File: src/rtl/sevenseg_pkg.sv
// Shared definitions for the multi-digit Wishbone seven-segment controller:
// register map, CTRL field offsets, bus state encoding, hex font and byte-lane merge helper.
package sevenseg_pkg;

  localparam logic [1:0] REG_DATA   = 2'd0;
  localparam logic [1:0] REG_CTRL   = 2'd1;
  localparam logic [1:0] REG_BLINK  = 2'd2;
  localparam logic [1:0] REG_STATUS = 2'd3;

  localparam int CTRL_EN_LSB    = 0;
  localparam int CTRL_BLINK_LSB = 8;
  localparam int CTRL_LZB_BIT   = 16;

  localparam logic [6:0] SEG_BLANK = 7'h7F;

  // Active-low, bit order {g,f,e,d,c,b,a}
  localparam logic [6:0] SEG_FONT [16] = '{
    7'h40, 7'h79, 7'h24, 7'h30, 7'h19, 7'h12, 7'h02, 7'h78,
    7'h00, 7'h10, 7'h08, 7'h03, 7'h46, 7'h21, 7'h06, 7'h0E
  };

  typedef enum logic {
    BUS_IDLE = 1'b0,
    BUS_ACK  = 1'b1
  } bus_state_t;

  // Replace the bytes of i_old selected by i_sel with the matching bytes of i_new
  function automatic logic [31:0] byte_merge(input logic [31:0] i_old,
                                             input logic [31:0] i_new,
                                             input logic [3:0]  i_sel);
    logic [31:0] v;
    for (int b = 0; b < 4; b++) begin
      v[8*b +: 8] = i_sel[b] ? i_new[8*b +: 8] : i_old[8*b +: 8];
    end
    return v;
  endfunction

endpackage

File: src/rtl/sevenseg_hex_decode.sv
// Combinational nibble to active-low seven-segment pattern.
import sevenseg_pkg::*;

module sevenseg_hex_decode (
  input  logic [3:0] i_nibble,
  output logic [6:0] o_seg
);

  assign o_seg = SEG_FONT[i_nibble];

endmodule

File: src/rtl/wb_sevenseg_multi.sv
// Wishbone slave driving NDIGITS hex digits with per-digit enable, blink and
// leading-zero blanking. Register file, blink timer and bus handshake live here;
// the per-digit font lookup is in sevenseg_hex_decode.
//
//  state    | meaning
//  BUS_IDLE | no request accepted last cycle, ack low
//  BUS_ACK  | request accepted last cycle, ack high while cyc held
import sevenseg_pkg::*;

module wb_sevenseg_multi #(
  parameter int                 NDIGITS   = 6,
  parameter int                 BLINK_W   = 24,
  parameter logic [BLINK_W-1:0] BLINK_RST = 24'd12_500_000
) (
  input  logic                   i_clk,
  input  logic                   i_reset_n,
  input  logic                   i_wb_cyc,
  input  logic                   i_wb_stb,
  input  logic                   i_wb_we,
  input  logic [29:0]            i_wb_addr,
  input  logic [31:0]            i_wb_data,
  input  logic [3:0]             i_wb_sel,
  output logic                   o_wb_ack,
  output logic                   o_wb_stall,
  output logic [31:0]            o_wb_data,
  input  logic                   i_alt_sel,
  input  logic [31:0]            i_alt_data,
  output logic [7*NDIGITS-1:0]   o_segments
);

  localparam int DW = 4 * NDIGITS;

  logic [DW-1:0]          r_data;
  logic [NDIGITS-1:0]     r_en;
  logic [NDIGITS-1:0]     r_blink;
  logic                   r_lzb;
  logic [BLINK_W-1:0]     r_div;
  logic [BLINK_W-1:0]     r_cnt;
  logic                   r_phase;
  logic [7*NDIGITS-1:0]   r_segments;
  logic [31:0]            r_rdata;
  bus_state_t             r_state;

  bus_state_t             w_state_next;
  logic                   w_accept;
  logic                   w_wr;
  logic [1:0]             w_addr;
  logic [31:0]            w_rd_mux;
  logic [DW-1:0]          w_src;
  logic [NDIGITS-1:0]     w_lz;
  logic [7*NDIGITS-1:0]   w_dec;
  logic                   w_unused;

  assign w_unused   = ^{i_wb_addr[29:2], i_alt_data};
  assign w_addr     = i_wb_addr[1:0];
  assign o_wb_stall = ~i_reset_n;
  assign w_accept   = i_wb_cyc & i_wb_stb & ~o_wb_stall;
  assign w_wr       = w_accept & i_wb_we;

  // Bus handshake state register
  always_ff @(posedge i_clk) begin
    if (!i_reset_n) r_state <= BUS_IDLE;
    else            r_state <= w_state_next;
  end

  // Ack one cycle after every accepted request
  always_comb begin
    w_state_next = BUS_IDLE;
    if (w_accept) w_state_next = BUS_ACK;
  end

  assign o_wb_ack  = (r_state == BUS_ACK) & i_wb_cyc;
  assign o_wb_data = o_wb_ack ? r_rdata : 32'd0;

  // Readback mux, zero-extending implemented fields
  always_comb begin
    w_rd_mux = 32'd0;
    case (w_addr)
      REG_DATA:   w_rd_mux = 32'(r_data);
      REG_CTRL: begin
        w_rd_mux[CTRL_EN_LSB    +: NDIGITS] = r_en;
        w_rd_mux[CTRL_BLINK_LSB +: NDIGITS] = r_blink;
        w_rd_mux[CTRL_LZB_BIT]              = r_lzb;
      end
      REG_BLINK:  w_rd_mux = 32'(r_div);
      default:    w_rd_mux = {30'd0, i_alt_sel, r_phase};
    endcase
  end

  // Capture read data on accept; it reflects the register before a same-cycle write
  always_ff @(posedge i_clk) begin
    if (!i_reset_n)                r_rdata <= 32'd0;
    else if (w_accept && !i_wb_we) r_rdata <= w_rd_mux;
    else                           r_rdata <= 32'd0;
  end

  // Register file with byte-lane writes; unimplemented bits are dropped
  always_ff @(posedge i_clk) begin
    if (!i_reset_n) begin
      r_data  <= '0;
      r_en    <= '1;
      r_blink <= '0;
      r_lzb   <= 1'b0;
      r_div   <= BLINK_RST;
    end else if (w_wr) begin
      case (w_addr)
        REG_DATA:  r_data <= DW'(byte_merge(32'(r_data), i_wb_data, i_wb_sel));
        REG_CTRL: begin
          if (i_wb_sel[0]) r_en    <= i_wb_data[CTRL_EN_LSB    +: NDIGITS];
          if (i_wb_sel[1]) r_blink <= i_wb_data[CTRL_BLINK_LSB +: NDIGITS];
          if (i_wb_sel[2]) r_lzb   <= i_wb_data[CTRL_LZB_BIT];
        end
        REG_BLINK: r_div <= BLINK_W'(byte_merge(32'(r_div), i_wb_data, i_wb_sel));
        default: ;
      endcase
    end
  end

  // Blink timer; a BLINK_DIV write restarts it and takes priority over terminal count
  always_ff @(posedge i_clk) begin
    if (!i_reset_n) begin
      r_cnt   <= '0;
      r_phase <= 1'b0;
    end else if (w_wr && (w_addr == REG_BLINK)) begin
      r_cnt   <= '0;
      r_phase <= 1'b0;
    end else if (r_cnt == r_div) begin
      r_cnt   <= '0;
      r_phase <= ~r_phase;
    end else begin
      r_cnt   <= r_cnt + BLINK_W'(1);
    end
  end

  assign w_src = i_alt_sel ? i_alt_data[DW-1:0] : r_data;

  // Leading-zero flags scanned from the top digit down; digit 0 always shown
  always_comb begin
    logic zero_above;
    zero_above = 1'b1;
    w_lz       = '0;
    for (int k = NDIGITS - 1; k >= 0; k--) begin
      zero_above = zero_above & (w_src[4*k +: 4] == 4'd0);
      w_lz[k]    = r_lzb & zero_above & (k != 0);
    end
  end

  for (genvar k = 0; k < NDIGITS; k++) begin : g_dec
    sevenseg_hex_decode u_dec (
      .i_nibble (w_src[4*k +: 4]),
      .o_seg    (w_dec[7*k +: 7])
    );
  end

  // Registered display stage applying enable, blanking and blink
  always_ff @(posedge i_clk) begin
    if (!i_reset_n) begin
      r_segments <= '1;
    end else begin
      for (int k = 0; k < NDIGITS; k++) begin
        r_segments[7*k +: 7] <= (r_en[k] & ~w_lz[k] & ~(r_blink[k] & r_phase))
                                ? w_dec[7*k +: 7] : SEG_BLANK;
      end
    end
  end

  assign o_segments = r_segments;

endmodule

File: config.mk
export PLATFORM = sky130hd
export DESIGN_NAME = wb_sevenseg_multi
export DESIGN_NICKNAME = d
export VERILOG_FILES = /design/src/rtl/sevenseg_pkg.sv /design/src/rtl/sevenseg_hex_decode.sv /design/src/rtl/wb_sevenseg_multi.sv
export SDC_FILE = /design/constraint.sdc
export NUM_CORES = 1
export LEC_CHECK = 0
export CAP_MARGIN = 5
export CORE_ASPECT_RATIO = 0.8
export CORE_MARGIN = 2
export CORE_UTILIZATION = 30
export DETAILED_ROUTE_END_ITERATION = 6
export SYNTH_ARGS = -nofsm -noshare
export SYNTH_HDL_FRONTEND = slang
export SYNTH_HIERARCHICAL = 1
export SYNTH_SLANG_ARGS = --single-unit
export TNS_END_PERCENT = 30
File: constraint.sdc
create_clock -name i_clk -period 3.5 [get_ports i_clk]
set_input_delay 1.05 -clock i_clk [delete_from_list [all_inputs] [get_ports i_clk]]
set_output_delay 1.05 -clock i_clk [all_outputs]
set_load 0.1 [all_outputs]
==> results.txt <==
----------------------------------------------------
[Run status]
  Result of the run ... finished, final reports clean

[Final layout]
  Commonest non-fill, non-tap cell in the layout ... sky130_fd_sc_hd__dfxtp_1
  Antenna diodes ... 0
  Relative area change from synthesis to final layout ... 29.88%
  Layout cells sized above 1 ... 17.62%
  Most frequent cells in the layout ... sky130_fd_sc_hd__dfxtp_1, sky130_fd_sc_hd__nor2_1, sky130_fd_sc_hd__mux2i_1
  Layout net count ... 1144

[Critical path]
  Critical Setup Path Class ... in2out
  Data arrival, critical path ... 2.14 ns
  Critical path capture point type ... primary output
  Setup crit start kind ... input port
  Data required, critical path ... 2.45 ns
  Largest fanout of any net on the critical path ... 27
  Register-to-register setup slack ... 1.08 ns

[Floorplanning]
  Placement Rows ... 53
  I/O pin total ... 180
  Starting Density ... 30.64%
  Die ar. ... 0.02829 mm2
  Standard cell core area ... 0.02639 mm2
  Die height ... 150.8 um
  Die Span X ... 187.6 um

[Clock tree]
  CTS max path bufs ... 2
  Cts-stage hold buffer count ... 0
  Clock root buffer ... sky130_fd_sc_hd__clkbuf_16
  Clock latency on the worst-skew pair ... 0.43 ns
  Clock slew seen by the registers of the worst setup and hold paths ... 0.06 ns
  Total clock buffers created by CTS ... 17
  Number of gates resized after cts ... 0
  Post-CTS setup buffers ... 0
  H-Tree Level Count ... 4
  Clock tree from TritonCTS ... yes
  Total clock sinks ... 153

[Global route]
  Vias in the first global route ... 6163
  Global-route wire length before repair ... 34560 um
  Pin count of the biggest net entering global routing ... 45
  Grt ovf ... 0
  Antenna violations before repair ... 0
  GRT Total Usage ... 15.92%

[Yosys]
  Number of enable flip-flop cells after synthesis ... 0
  Multiplexer area fraction after synthesis ... 17.27%
  Sequential area share after synthesis ... 37.88%
  Dominant combinational cell family by area after synthesis ... simple AND/OR/NAND/NOR gates
  Average footprint of a synthesized cell ... 9.221 um2
  Yosys cell types ... 51
  Share of synthesized cell area in full adder, half adder and majority cells ... 6.653%
  Most used flip-flop cell after synthesis ... sky130_fd_sc_hd__dfxtp_1
  Mapped Area ... 0.008087 mm2
  Xor and xnor fraction of the mapped netlist area ... 4.982%
  Number of instances in the synthesized netlist ... 877
  Share of synthesized cell area in and, or, nand and nor gates ... 22.65%
  Synth async-reset ratio ... 0%
  Seq cells post-synth ... 153
  Synth warn ... 6
  Post-synthesis compound-gate area fraction ... under 10%

[Hold path]
  Hold Path Class ... reg2reg

[Route]
  Number of remaining DRC errors ... 0
  Post-DR vias/cell ... 4.734
  First-pass detailed-route iteration total ... 4
  Final ANT Viol Nets ... 0
  Avg WL per Cell ... 16.13 um
  Final WL ... 22060 um
  Number of vias in the routed layout ... 6472
  First-iteration detailed-routing DRC count ... 367

[STA]
  Min Hold Slack ... between 0.4 and 0.5 ns
  Maximum frequency from static timing analysis ... 313.2 MHz
  Count of endpoints failing hold in the final timing report ... 0
  Worst-margin pin slew ... 1.068 ns
  Worst-case clock skew ... 0.009495 ns
  Final-report setup violation count ... 0
  Count of pins over their slew limit ... 0
  Final period demand of the worst path ... 3.193 ns
  TNS Setup ... 0 ns
  Relative max-transition margin ... 28.77%
  RSZ-0062 raised after global routing ... no
  Fraction of the cycle the final worst path needs ... around nine tenths

[Flow run]
  Number of max-capacitance violations reported ... 0

[Pwr]
  Leakage power ... 4.293 nW
  PD cells ... about 430 mW/mm2
  Peak supply drop ... around 310 uV

[Placement]
  Count of input and output buffers ... 126
  Estimated wirelength of the detail-placed design ... 16860 um
  RePlAce Congestion ... between 0.8 and 0.9

----------------------------------------------------
## where the power goes
group / switching, W / leakage (nW) / internal (W)
logic: 0.000596 / 2.76 / 0.000266
registers: 0.0000238 / 1.25 / 0.00179
clock network: 0.000771 / 0.283 / 0.00110
## critical path: stages
cell and delay, ns:
sky130_fd_sc_hd__clkdlybuf4s50_1 0.51, sky130_fd_sc_hd__buf_12 0.16, sky130_fd_sc_hd__and3_1 0.22, sky130_fd_sc_hd__buf_12 0.19
## synth_stat cells, types with 11 or more instances
cell / count / area, um2
sky130_fd_sc_hd__nand2_1: 55 / 206.5
sky130_fd_sc_hd__inv_1: 21 / 78.83
sky130_fd_sc_hd__nand2b_1: 28 / 175.2
sky130_fd_sc_hd__nor2_1: 126 / 473.0
sky130_fd_sc_hd__buf_4: 11 / 82.58
sky130_fd_sc_hd__nor4_1: 11 / 68.82
sky130_fd_sc_hd__buf_2: 18 / 90.09
sky130_fd_sc_hd__mux2_2: 24 / 270.3
sky130_fd_sc_hd__a21oi_1: 33 / 165.2
sky130_fd_sc_hd__mux2i_1: 90 / 900.9
sky130_fd_sc_hd__dfxtp_1: 153 / 3063
sky130_fd_sc_hd__or2_1: 16 / 100.1
sky130_fd_sc_hd__nand3_1: 47 / 235.2
sky130_fd_sc_hd__clkbuf_1: 20 / 75.07
sky130_fd_sc_hd__xnor2_1: 13 / 113.9
sky130_fd_sc_hd__ha_1: 43 / 538.0
sky130_fd_sc_hd__and3_1: 29 / 181.4
sky130_fd_sc_hd__xor2_1: 33 / 289.0
## sequential cells by signal (all words and copies together), names as in the netlist
signal      flops
r_state         1
r_div          24
r_rdata        24
o_segments     42
r_lzb           1
r_blink         6
r_en            6
r_data         24
r_cnt          24
r_phase         1
## worst paths after layout
kind                                 from             to  depth (start not counted)
worst min-delay path            r_div[14]      r_div[14]                          2
worst max register to register  r_div[16]      r_cnt[19]                          5
worst max-delay path             i_wb_cyc  o_wb_data[23]                          4
worst min register to register  r_div[14]      r_div[14]                          2
## stage by stage
stage,worst slack (ns),total power [W],instance area [um2],std cells,util [%]
after CTS,0.2792,0.004602,10500,1367,39.79
after detailed placement,0.05300,0.002716,9906,1335,37.53
after global routing,0.2386,0.004750,10500,1367,39.79
after floorplan,0.1103,0.002490,8113,884,-
after global placement,0.1207,0.002712,9906,1335,37.53
final,0.3075,0.004545,10500,1367,39.79
## per-layer routing
layer | routed length [um] | global-route usage (%)
met4 | 211 | 3.858
met5 | 0 | 0
met3 | 1797 | 5.329
met1 | 10860 | 22.51
met2 | 9187 | 23.20
## cells by family after synthesis
| group | after synthesis |
|---|---|
| and+or+nand+nor | 361 |
| DFF | 153 |
| muxes | 125 |
| buffers and inverters | 79 |
| AOI/OAI and AO/OA | 69 |
| xor gates and xnor gates | 46 |
| adders and majority gates | 43 |
| other | 1 |
## layout make-up
cell class | count | area (um2)
Timing Repair Buffer | 151 | 1667
Tap cell | 357 | 446.7
Inverter | 22 | 82.58
Sequential cell | 153 | 3063
Fill cell | 2666 | 15890
Multi-Input combinational cell | 652 | 4647
Clock inverter | 12 | 140.1
Clock buffer | 20 | 456.7
Note: power is estimated with default switching activity, not from simulation.
